### config.mk
export PLATFORM = sky130hd
export DESIGN_NAME = fetch_decode_hazard_flat
export DESIGN_NICKNAME = d
export VERILOG_FILES = /design/src/rtl/fetch_decode_hazard_if.sv /design/src/rtl/fetch_decode_hazard.sv /design/src/flat_wrapper.sv
export SDC_FILE = /design/constraint.sdc
export NUM_CORES = 1
export LEC_CHECK = 0
export ABC_AREA = 1
export CORE_MARGIN = 2
export CORE_UTILIZATION = 30
export CTS_BUF_LIST = sky130_fd_sc_hd__clkbuf_2 sky130_fd_sc_hd__clkbuf_4 sky130_fd_sc_hd__clkbuf_8
export DETAILED_ROUTE_END_ITERATION = 8
export GPL_TIMING_DRIVEN = 0
export PLACE_DENSITY_LB_ADDON = 0.3
export SYNTH_ARGS = -nofsm -noshare
export SYNTH_HDL_FRONTEND = slang
export SYNTH_SLANG_ARGS = --single-unit
export TNS_END_PERCENT = 20
### constraint.sdc
create_clock -name clk -period 2.75 [get_ports clk]
set_clock_uncertainty 0.05 [all_clocks]
set_input_delay 0.55 -clock clk [delete_from_list [all_inputs] [get_ports clk]]
set_output_delay 0.55 -clock clk [all_outputs]
set_load 0.05 [all_outputs]
### src/rtl/fetch_decode_hazard_if.sv
// Fetch/decode boundary bus: fetch inputs, decode-stage outputs, and the
// execute-stage feedback needed for load-use and redirect handling.
interface fetch_decode_hazard_if;
    localparam int unsigned XLEN  = 32;
    localparam int unsigned REG_W = 5;
    localparam int unsigned CNT_W = 16;

    // Fetch side
    logic [XLEN-1:0]  in_instr;
    logic [XLEN-1:0]  in_PC;
    logic [XLEN-1:0]  in_nextPC;
    logic             in_hlt;

    // Decode-stage register sources and execute-stage feedback
    logic [REG_W-1:0] dec_read_reg1;
    logic [REG_W-1:0] dec_read_reg2;
    logic             ex_mem_reg;
    logic             ex_reg_write;
    logic [REG_W-1:0] ex_write_reg;
    logic             ex_redirect;

    // Decode-stage register contents
    logic [XLEN-1:0]  out_instr;
    logic [XLEN-1:0]  out_PC;
    logic [XLEN-1:0]  out_nextPC;
    logic             out_valid;
    logic             out_hlt;

    // Pipeline control and status
    logic             stall_pc;
    logic             bubble;
    logic             halted;
    logic [CNT_W-1:0] stall_count;

    modport master (
        output in_instr, in_PC, in_nextPC, in_hlt,
        output dec_read_reg1, dec_read_reg2,
        output ex_mem_reg, ex_reg_write, ex_write_reg, ex_redirect,
        input  out_instr, out_PC, out_nextPC, out_valid, out_hlt,
        input  stall_pc, bubble, halted, stall_count
    );

    modport slave (
        input  in_instr, in_PC, in_nextPC, in_hlt,
        input  dec_read_reg1, dec_read_reg2,
        input  ex_mem_reg, ex_reg_write, ex_write_reg, ex_redirect,
        output out_instr, out_PC, out_nextPC, out_valid, out_hlt,
        output stall_pc, bubble, halted, stall_count
    );
endinterface

### src/rtl/fetch_decode_hazard.sv
// Fetch/decode pipeline register with load-use hazard detection, redirect
// flush, halt handling and a saturating stall counter.
module fetch_decode_hazard (
    input  logic                 clk,
    input  logic                 rst,
    fetch_decode_hazard_if.slave bus
);
    localparam int unsigned      XLEN      = 32;
    localparam int unsigned      CNT_W     = 16;
    localparam logic [XLEN-1:0]  NOP_INSTR = 32'h0000_0013;
    localparam logic [CNT_W-1:0] CNT_MAX   = '1;

    typedef enum logic {
        ST_RUN    = 1'b0,
        ST_HALTED = 1'b1
    } state_t;

    state_t           r_state;
    state_t           w_state_nxt;
    logic [XLEN-1:0]  r_instr;
    logic [XLEN-1:0]  r_pc;
    logic [XLEN-1:0]  r_npc;
    logic             r_valid;
    logic             r_hlt;
    logic [CNT_W-1:0] r_stall_count;
    logic [XLEN-1:0]  w_instr_nxt;
    logic [XLEN-1:0]  w_pc_nxt;
    logic [XLEN-1:0]  w_npc_nxt;
    logic             w_valid_nxt;
    logic             w_hlt_nxt;
    logic [CNT_W-1:0] w_stall_count_nxt;
    logic             w_hazard;
    logic             w_stall_pc;
    logic             w_bubble;

    // Load in execute writing a register the decode instruction reads; x0 never conflicts
    always_comb begin
        w_hazard = r_valid && bus.ex_mem_reg && bus.ex_reg_write &&
                   (bus.ex_write_reg != '0) &&
                   ((bus.ex_write_reg == bus.dec_read_reg1) ||
                    (bus.ex_write_reg == bus.dec_read_reg2));
    end

    // Next-state and control: redirect > halt entry > hazard > normal load
    always_comb begin
        w_state_nxt       = r_state;
        w_instr_nxt       = r_instr;
        w_pc_nxt          = r_pc;
        w_npc_nxt         = r_npc;
        w_valid_nxt       = r_valid;
        w_hlt_nxt         = r_hlt;
        w_stall_count_nxt = r_stall_count;
        w_stall_pc        = 1'b0;
        w_bubble          = 1'b1;

        if (!rst) begin
            case (r_state)
                ST_RUN: begin
                    if (bus.ex_redirect) begin
                        // Flush the wrong-path instruction; PCs keep their old values
                        w_instr_nxt = NOP_INSTR;
                        w_valid_nxt = 1'b0;
                        w_hlt_nxt   = 1'b0;
                    end else if (r_valid && r_hlt) begin
                        w_state_nxt = ST_HALTED;
                        w_stall_pc  = 1'b1;
                    end else if (w_hazard) begin
                        // One stall cycle: the load drains while a bubble enters execute
                        w_stall_pc = 1'b1;
                        if (r_stall_count != CNT_MAX) begin
                            w_stall_count_nxt = r_stall_count + CNT_W'(1);
                        end
                    end else begin
                        w_instr_nxt = bus.in_instr;
                        w_pc_nxt    = bus.in_PC;
                        w_npc_nxt   = bus.in_nextPC;
                        w_hlt_nxt   = bus.in_hlt;
                        w_valid_nxt = 1'b1;
                        w_bubble    = !r_valid;
                    end
                end
                ST_HALTED: begin
                    w_stall_pc = 1'b1;
                end
                default: begin
                    w_state_nxt = ST_RUN;
                end
            endcase
        end
    end

    // State and pipeline registers with synchronous reset
    always_ff @(posedge clk) begin
        if (rst) begin
            r_state       <= ST_RUN;
            r_instr       <= NOP_INSTR;
            r_pc          <= '0;
            r_npc         <= '0;
            r_valid       <= 1'b0;
            r_hlt         <= 1'b0;
            r_stall_count <= '0;
        end else begin
            r_state       <= w_state_nxt;
            r_instr       <= w_instr_nxt;
            r_pc          <= w_pc_nxt;
            r_npc         <= w_npc_nxt;
            r_valid       <= w_valid_nxt;
            r_hlt         <= w_hlt_nxt;
            r_stall_count <= w_stall_count_nxt;
        end
    end

    assign bus.out_instr   = r_instr;
    assign bus.out_PC      = r_pc;
    assign bus.out_nextPC  = r_npc;
    assign bus.out_valid   = r_valid;
    assign bus.out_hlt     = r_hlt;
    assign bus.stall_count = r_stall_count;
    assign bus.stall_pc    = w_stall_pc;
    assign bus.bubble      = w_bubble;
    assign bus.halted      = (r_state == ST_HALTED) && !rst;
endmodule

### src/flat_wrapper.sv
// flat-port wrapper written by rule: the top's interface ports become plain ports
module fetch_decode_hazard_flat 
  (clk, rst, bus_in_instr, bus_in_PC, bus_in_nextPC, bus_in_hlt, bus_dec_read_reg1, bus_dec_read_reg2, bus_ex_mem_reg, bus_ex_reg_write, bus_ex_write_reg, bus_ex_redirect, bus_out_instr, bus_out_PC, bus_out_nextPC, bus_out_valid, bus_out_hlt, bus_stall_pc, bus_bubble, bus_halted, bus_stall_count);
  fetch_decode_hazard_if bus_i ();
  input  logic clk;
  input  logic rst;
  input wire logic [$bits(bus_i.in_instr)-1:0] bus_in_instr;
  input wire logic [$bits(bus_i.in_PC)-1:0] bus_in_PC;
  input wire logic [$bits(bus_i.in_nextPC)-1:0] bus_in_nextPC;
  input wire logic [$bits(bus_i.in_hlt)-1:0] bus_in_hlt;
  input wire logic [$bits(bus_i.dec_read_reg1)-1:0] bus_dec_read_reg1;
  input wire logic [$bits(bus_i.dec_read_reg2)-1:0] bus_dec_read_reg2;
  input wire logic [$bits(bus_i.ex_mem_reg)-1:0] bus_ex_mem_reg;
  input wire logic [$bits(bus_i.ex_reg_write)-1:0] bus_ex_reg_write;
  input wire logic [$bits(bus_i.ex_write_reg)-1:0] bus_ex_write_reg;
  input wire logic [$bits(bus_i.ex_redirect)-1:0] bus_ex_redirect;
  output wire logic [$bits(bus_i.out_instr)-1:0] bus_out_instr;
  output wire logic [$bits(bus_i.out_PC)-1:0] bus_out_PC;
  output wire logic [$bits(bus_i.out_nextPC)-1:0] bus_out_nextPC;
  output wire logic [$bits(bus_i.out_valid)-1:0] bus_out_valid;
  output wire logic [$bits(bus_i.out_hlt)-1:0] bus_out_hlt;
  output wire logic [$bits(bus_i.stall_pc)-1:0] bus_stall_pc;
  output wire logic [$bits(bus_i.bubble)-1:0] bus_bubble;
  output wire logic [$bits(bus_i.halted)-1:0] bus_halted;
  output wire logic [$bits(bus_i.stall_count)-1:0] bus_stall_count;
  assign bus_i.in_instr = bus_in_instr;
  assign bus_i.in_PC = bus_in_PC;
  assign bus_i.in_nextPC = bus_in_nextPC;
  assign bus_i.in_hlt = bus_in_hlt;
  assign bus_i.dec_read_reg1 = bus_dec_read_reg1;
  assign bus_i.dec_read_reg2 = bus_dec_read_reg2;
  assign bus_i.ex_mem_reg = bus_ex_mem_reg;
  assign bus_i.ex_reg_write = bus_ex_reg_write;
  assign bus_i.ex_write_reg = bus_ex_write_reg;
  assign bus_i.ex_redirect = bus_ex_redirect;
  assign bus_out_instr = bus_i.out_instr;
  assign bus_out_PC = bus_i.out_PC;
  assign bus_out_nextPC = bus_i.out_nextPC;
  assign bus_out_valid = bus_i.out_valid;
  assign bus_out_hlt = bus_i.out_hlt;
  assign bus_stall_pc = bus_i.stall_pc;
  assign bus_bubble = bus_i.bubble;
  assign bus_halted = bus_i.halted;
  assign bus_stall_count = bus_i.stall_count;
  fetch_decode_hazard u_core (.clk(clk), .rst(rst), .bus(bus_i));
endmodule
==> qor.yml, run 1 <==
worst_setup_path:
  criticalPathCategory: "in2out"
  r2r_cells: 10
  crit_arrival_ps: 2070
  r2r_start: "u_core.bus.stall_count[0]$_SDFFE_PP0P_"
  rrSetupSlack_ps: 720
  start_kind: "primary input"
  worst_setup_path_end_kind: "primary output"
  worstPathMaxFanout: 8
  worstReg2RegEnd: "u_core.bus.stall_count[14]$_SDFFE_PP0P_"
  critical_path_required_ps: 2150
  startpoint: "bus_dec_read_reg1[2]"
global_route:
  overflow: 0
  grt_max_degree: 20
  grt_pass1_vias: 5224
  grt_pass1_wl_um: 26600
  antenna_found_initial: 1
  grtUsageTotal_pct: 18.1
logic_synthesis:
  ys_seq_area_share_pct: 43.6
  ys_ff_latch: 115
  synth_cell_type_count: 24
  syn_area_mm2: 0.00529
  netlist.area_leader.share_pct: 43.6
  synth_area_per_cell_um2: 7.27
  yosysWarnings: 0
  yosys-top-cells-area: "dfxtp_1 44%, nand2_1 12%, nand3b_1 9.2%"
  syn-instance-count: 727
  syn-num-nets: 845
  yosys.area.top_type: "dfxtp_1"
power_and_ir_drop:
  p_switching_uw: 1350
  p_leak_uw: 0.00342
  clock_power_share_pct: 35.1
  power_density_mw_per_mm2: 522
  sw_frac_of_total_pct: 30.9
  p_int_uw: 3020
  p_seq_share_pct: 41.4
  peakVddDrop_uv: 287
  combinationalPowerShare_pct: 23.5
clock_tree:
  cts_tree: "done"
  path_clk_slew_ps: 70
  hold_buffers: 0
  cts_inserted_buffers: 17
  clock_latency_ps: 430
  h-tree-depth: 4
  clock_sinks: 115
  clockBufferDepth: 2
  cts-root-buf: "clkbuf_8"
floorplan:
  io_pins: 234
  die_h_um: 137
  die_w_um: 137
  coreArea_mm2: 0.0172
  num_rows: 48
  dieArea_mm2: 0.0187
  start_util_pct: 30.7
timing:
  whs_ps: 410
  rsz0062_at_grt: "yes"
  max_slew_margin_pct: 61.6
  postLayoutSetupSlackWorst_ps: 83.5
  finalSetupViolCount: 0
  finalCritPeriodShare_pct: 97.0
  fmax_mhz: 375
  worst_pin_slew_ps: 575
  drv_slew: 0
  finalCriticalPeriod_ps: 2670
  hold_viol: 0
  setup_tns_ps: 0
final_layout:
  diodes: 0
  final_layout_size_suffix_gt1_share_pct: 8.37
  layout_commonest_cell: "clkdlybuf4s50_1"
  stdcell_area_mm2: 0.00839
  syn2layout_area_growth_pct: 58.7
  nets: 1099
  num-fill-cells: 1726
  final_cell_mix: "225 x clkdlybuf4s50_1, 168 x nand2_1, 115 x dfxtp_1"
routing:
  wl_met3_um: 1330
  post-route-drc-count: 0
  wl_met2_um: 8170
  drtIter0Drc: 265
  wirelength_um: 17500
  routed-via-count: 5754
  firstDrtPassIters: 4
  avgViaCountPerCell: 4.73
  wl_per_cell_um: 14.4
  dr.max_layer_used: "met5"
  ant_nets: 0
  met1_length_um: 7680
hold_path:
  min_from: "u_core.bus.out_instr[0]$_SDFFE_PP1P_"
  min_path_type: "reg2reg"
  hold_end: "u_core.bus.out_instr[0]$_SDFFE_PP1P_"
  hold_depth: 2
placement:
  gp_congestion: 0.853
  dpl.hpwl_um: 13000
  portBuffers: 233
  dpl_cell_area_mm2: 0.00790
  dp_slack_ps: -1050
outcome:
  status: "finished, final reports clean"
job:
  drv_cap: 0
metrics by stage:
stage,std cells,util [%],total power (µW)
floorplan,727,-,2430
global placement,1185,45.8,2860
detailed placement,1185,45.8,2870
CTS,1211,48.0,4410
global route,1217,48.7,4580
finish,1217,48.7,4380
registers in the layout (all words and copies together) (netlist names):
| register | count |
|---|---|
| u_core.bus.out_valid | 1 |
| u_core.bus.stall_count | 16 |
| u_core.bus.out_instr | 32 |
| u_core.bus.out_PC | 32 |
| u_core.bus.out_nextPC | 32 |
| u_core.r_state | 1 |
| u_core.bus.out_hlt | 1 |
repair_timing:
action / in CTS / in global routing
setup buffers: 0 / 6
endpoints found under the setup margin: 3 / 2
resized for setup: 18 / 23
pin swaps: 0 / 3
gates cloned: 0 / 1
power groups by stage:
stage	Clock (µW)	Sequential [µW]	Combinational [µW]
floorplan	0	2170	261
global placement	0	1850	1020
detailed placement	0	1850	1020
CTS	1580	1810	1020
global route	1660	1820	1100
finish	1540	1810	1030
kinds of logic (layout without fill, tap and decap cells):
logic type,after synthesis,after routing,share of synthesized area [%]
AOI/OAI and AO/OA,83,83,7.88
xor gates and xnor gates,9,9,1.49
adders and majority gates,1,1,0.237
buffers and inverters,84,349,6.94
DFF,115,115,43.6
and+or+nand+nor,435,435,39.9
area by class of cell:
cell class / instances / area (µm²) / share of cell area [%]
Inverter: 27 / 113 / 1.34
Multi-Input combinational cell: 528 / 2660 / 31.7
Buffer: 52 / 264 / 3.15
Sequential cell: 115 / 2300 / 27.4
Timing Repair inverter: 1 / 5.00 / 0.0597
Clock buffer: 21 / 270 / 3.22
Timing Repair Buffer: 239 / 2390 / 28.5
Tap cell: 225 / 282 / 3.36
Clock inverter: 9 / 109 / 1.30
synth_stat cells, drive strengths merged:
| master | count |
|---|---|
| buf | 40 |
| inv | 27 |
| nor2 | 91 |
| a21oi | 81 |
| nand4 | 54 |
| xnor2 | 4 |
| nand2 | 171 |
| xor2 | 5 |
| a31oi | 1 |
| nand3 | 51 |
| nand3b | 65 |
| or2 | 3 |
| ha | 1 |
| o21ai | 1 |
| clkbuf | 17 |
| dfxtp | 115 |
worst max-delay path by stage:
stage                   end  slack, ps  cells after the start
2_1_floorplan  bus_stall_pc        200                      4
5_1_grt          bus_bubble        -30                     11
3_3_place_gp     bus_bubble      -1040                     12
4_1_cts          bus_bubble       -140                     11
3_5_place_dp     bus_bubble      -1050                     12
6_report         bus_bubble         80                     11
critical path, cell delays in order:
cell and delay (ps):
clkdlybuf4s50_1 470, inv_1 50, nand2_1 50, nand2_1 70, nor2_2 120, nand3_2 100
nand2_4 150, nand2_8 100, buf_12 150, nand4_1 80, buf_6 180
routing by layer:
layer / vias up / global-route usage, %
met5: - / 0
met4: 2 / 6.48
met3: 25 / 6.04
met2: 181 / 28.9
met1: 2601 / 22.8
li1: 2945 / -
No activity file was read; power rests on OpenSTA's default activity.
==> inputs of run 2 (changes only) <==
--- a/config.mk
+++ b/config.mk
@@ -6,6 +6,7 @@
 export NUM_CORES = 1
 export LEC_CHECK = 0
 export ABC_AREA = 1
+export CAP_MARGIN = 10
 export CORE_MARGIN = 2
 export CORE_UTILIZATION = 30
 export CTS_BUF_LIST = sky130_fd_sc_hd__clkbuf_2 sky130_fd_sc_hd__clkbuf_4 sky130_fd_sc_hd__clkbuf_8
==> results of run 2 <==
No change in the layout: final DEF, timing and power equal those of run 1.
==> inputs of run 3 (changes only) <==
--- a/config.mk
+++ b/config.mk
@@ -13,6 +13,7 @@
 export DETAILED_ROUTE_END_ITERATION = 8
 export GPL_TIMING_DRIVEN = 0
 export PLACE_DENSITY_LB_ADDON = 0.3
+export SLEW_MARGIN = 20
 export SYNTH_ARGS = -nofsm -noshare
 export SYNTH_HDL_FRONTEND = slang
 export SYNTH_SLANG_ARGS = --single-unit
==> results of run 3 <==
No change in the layout: final DEF, timing and power equal those of run 1.
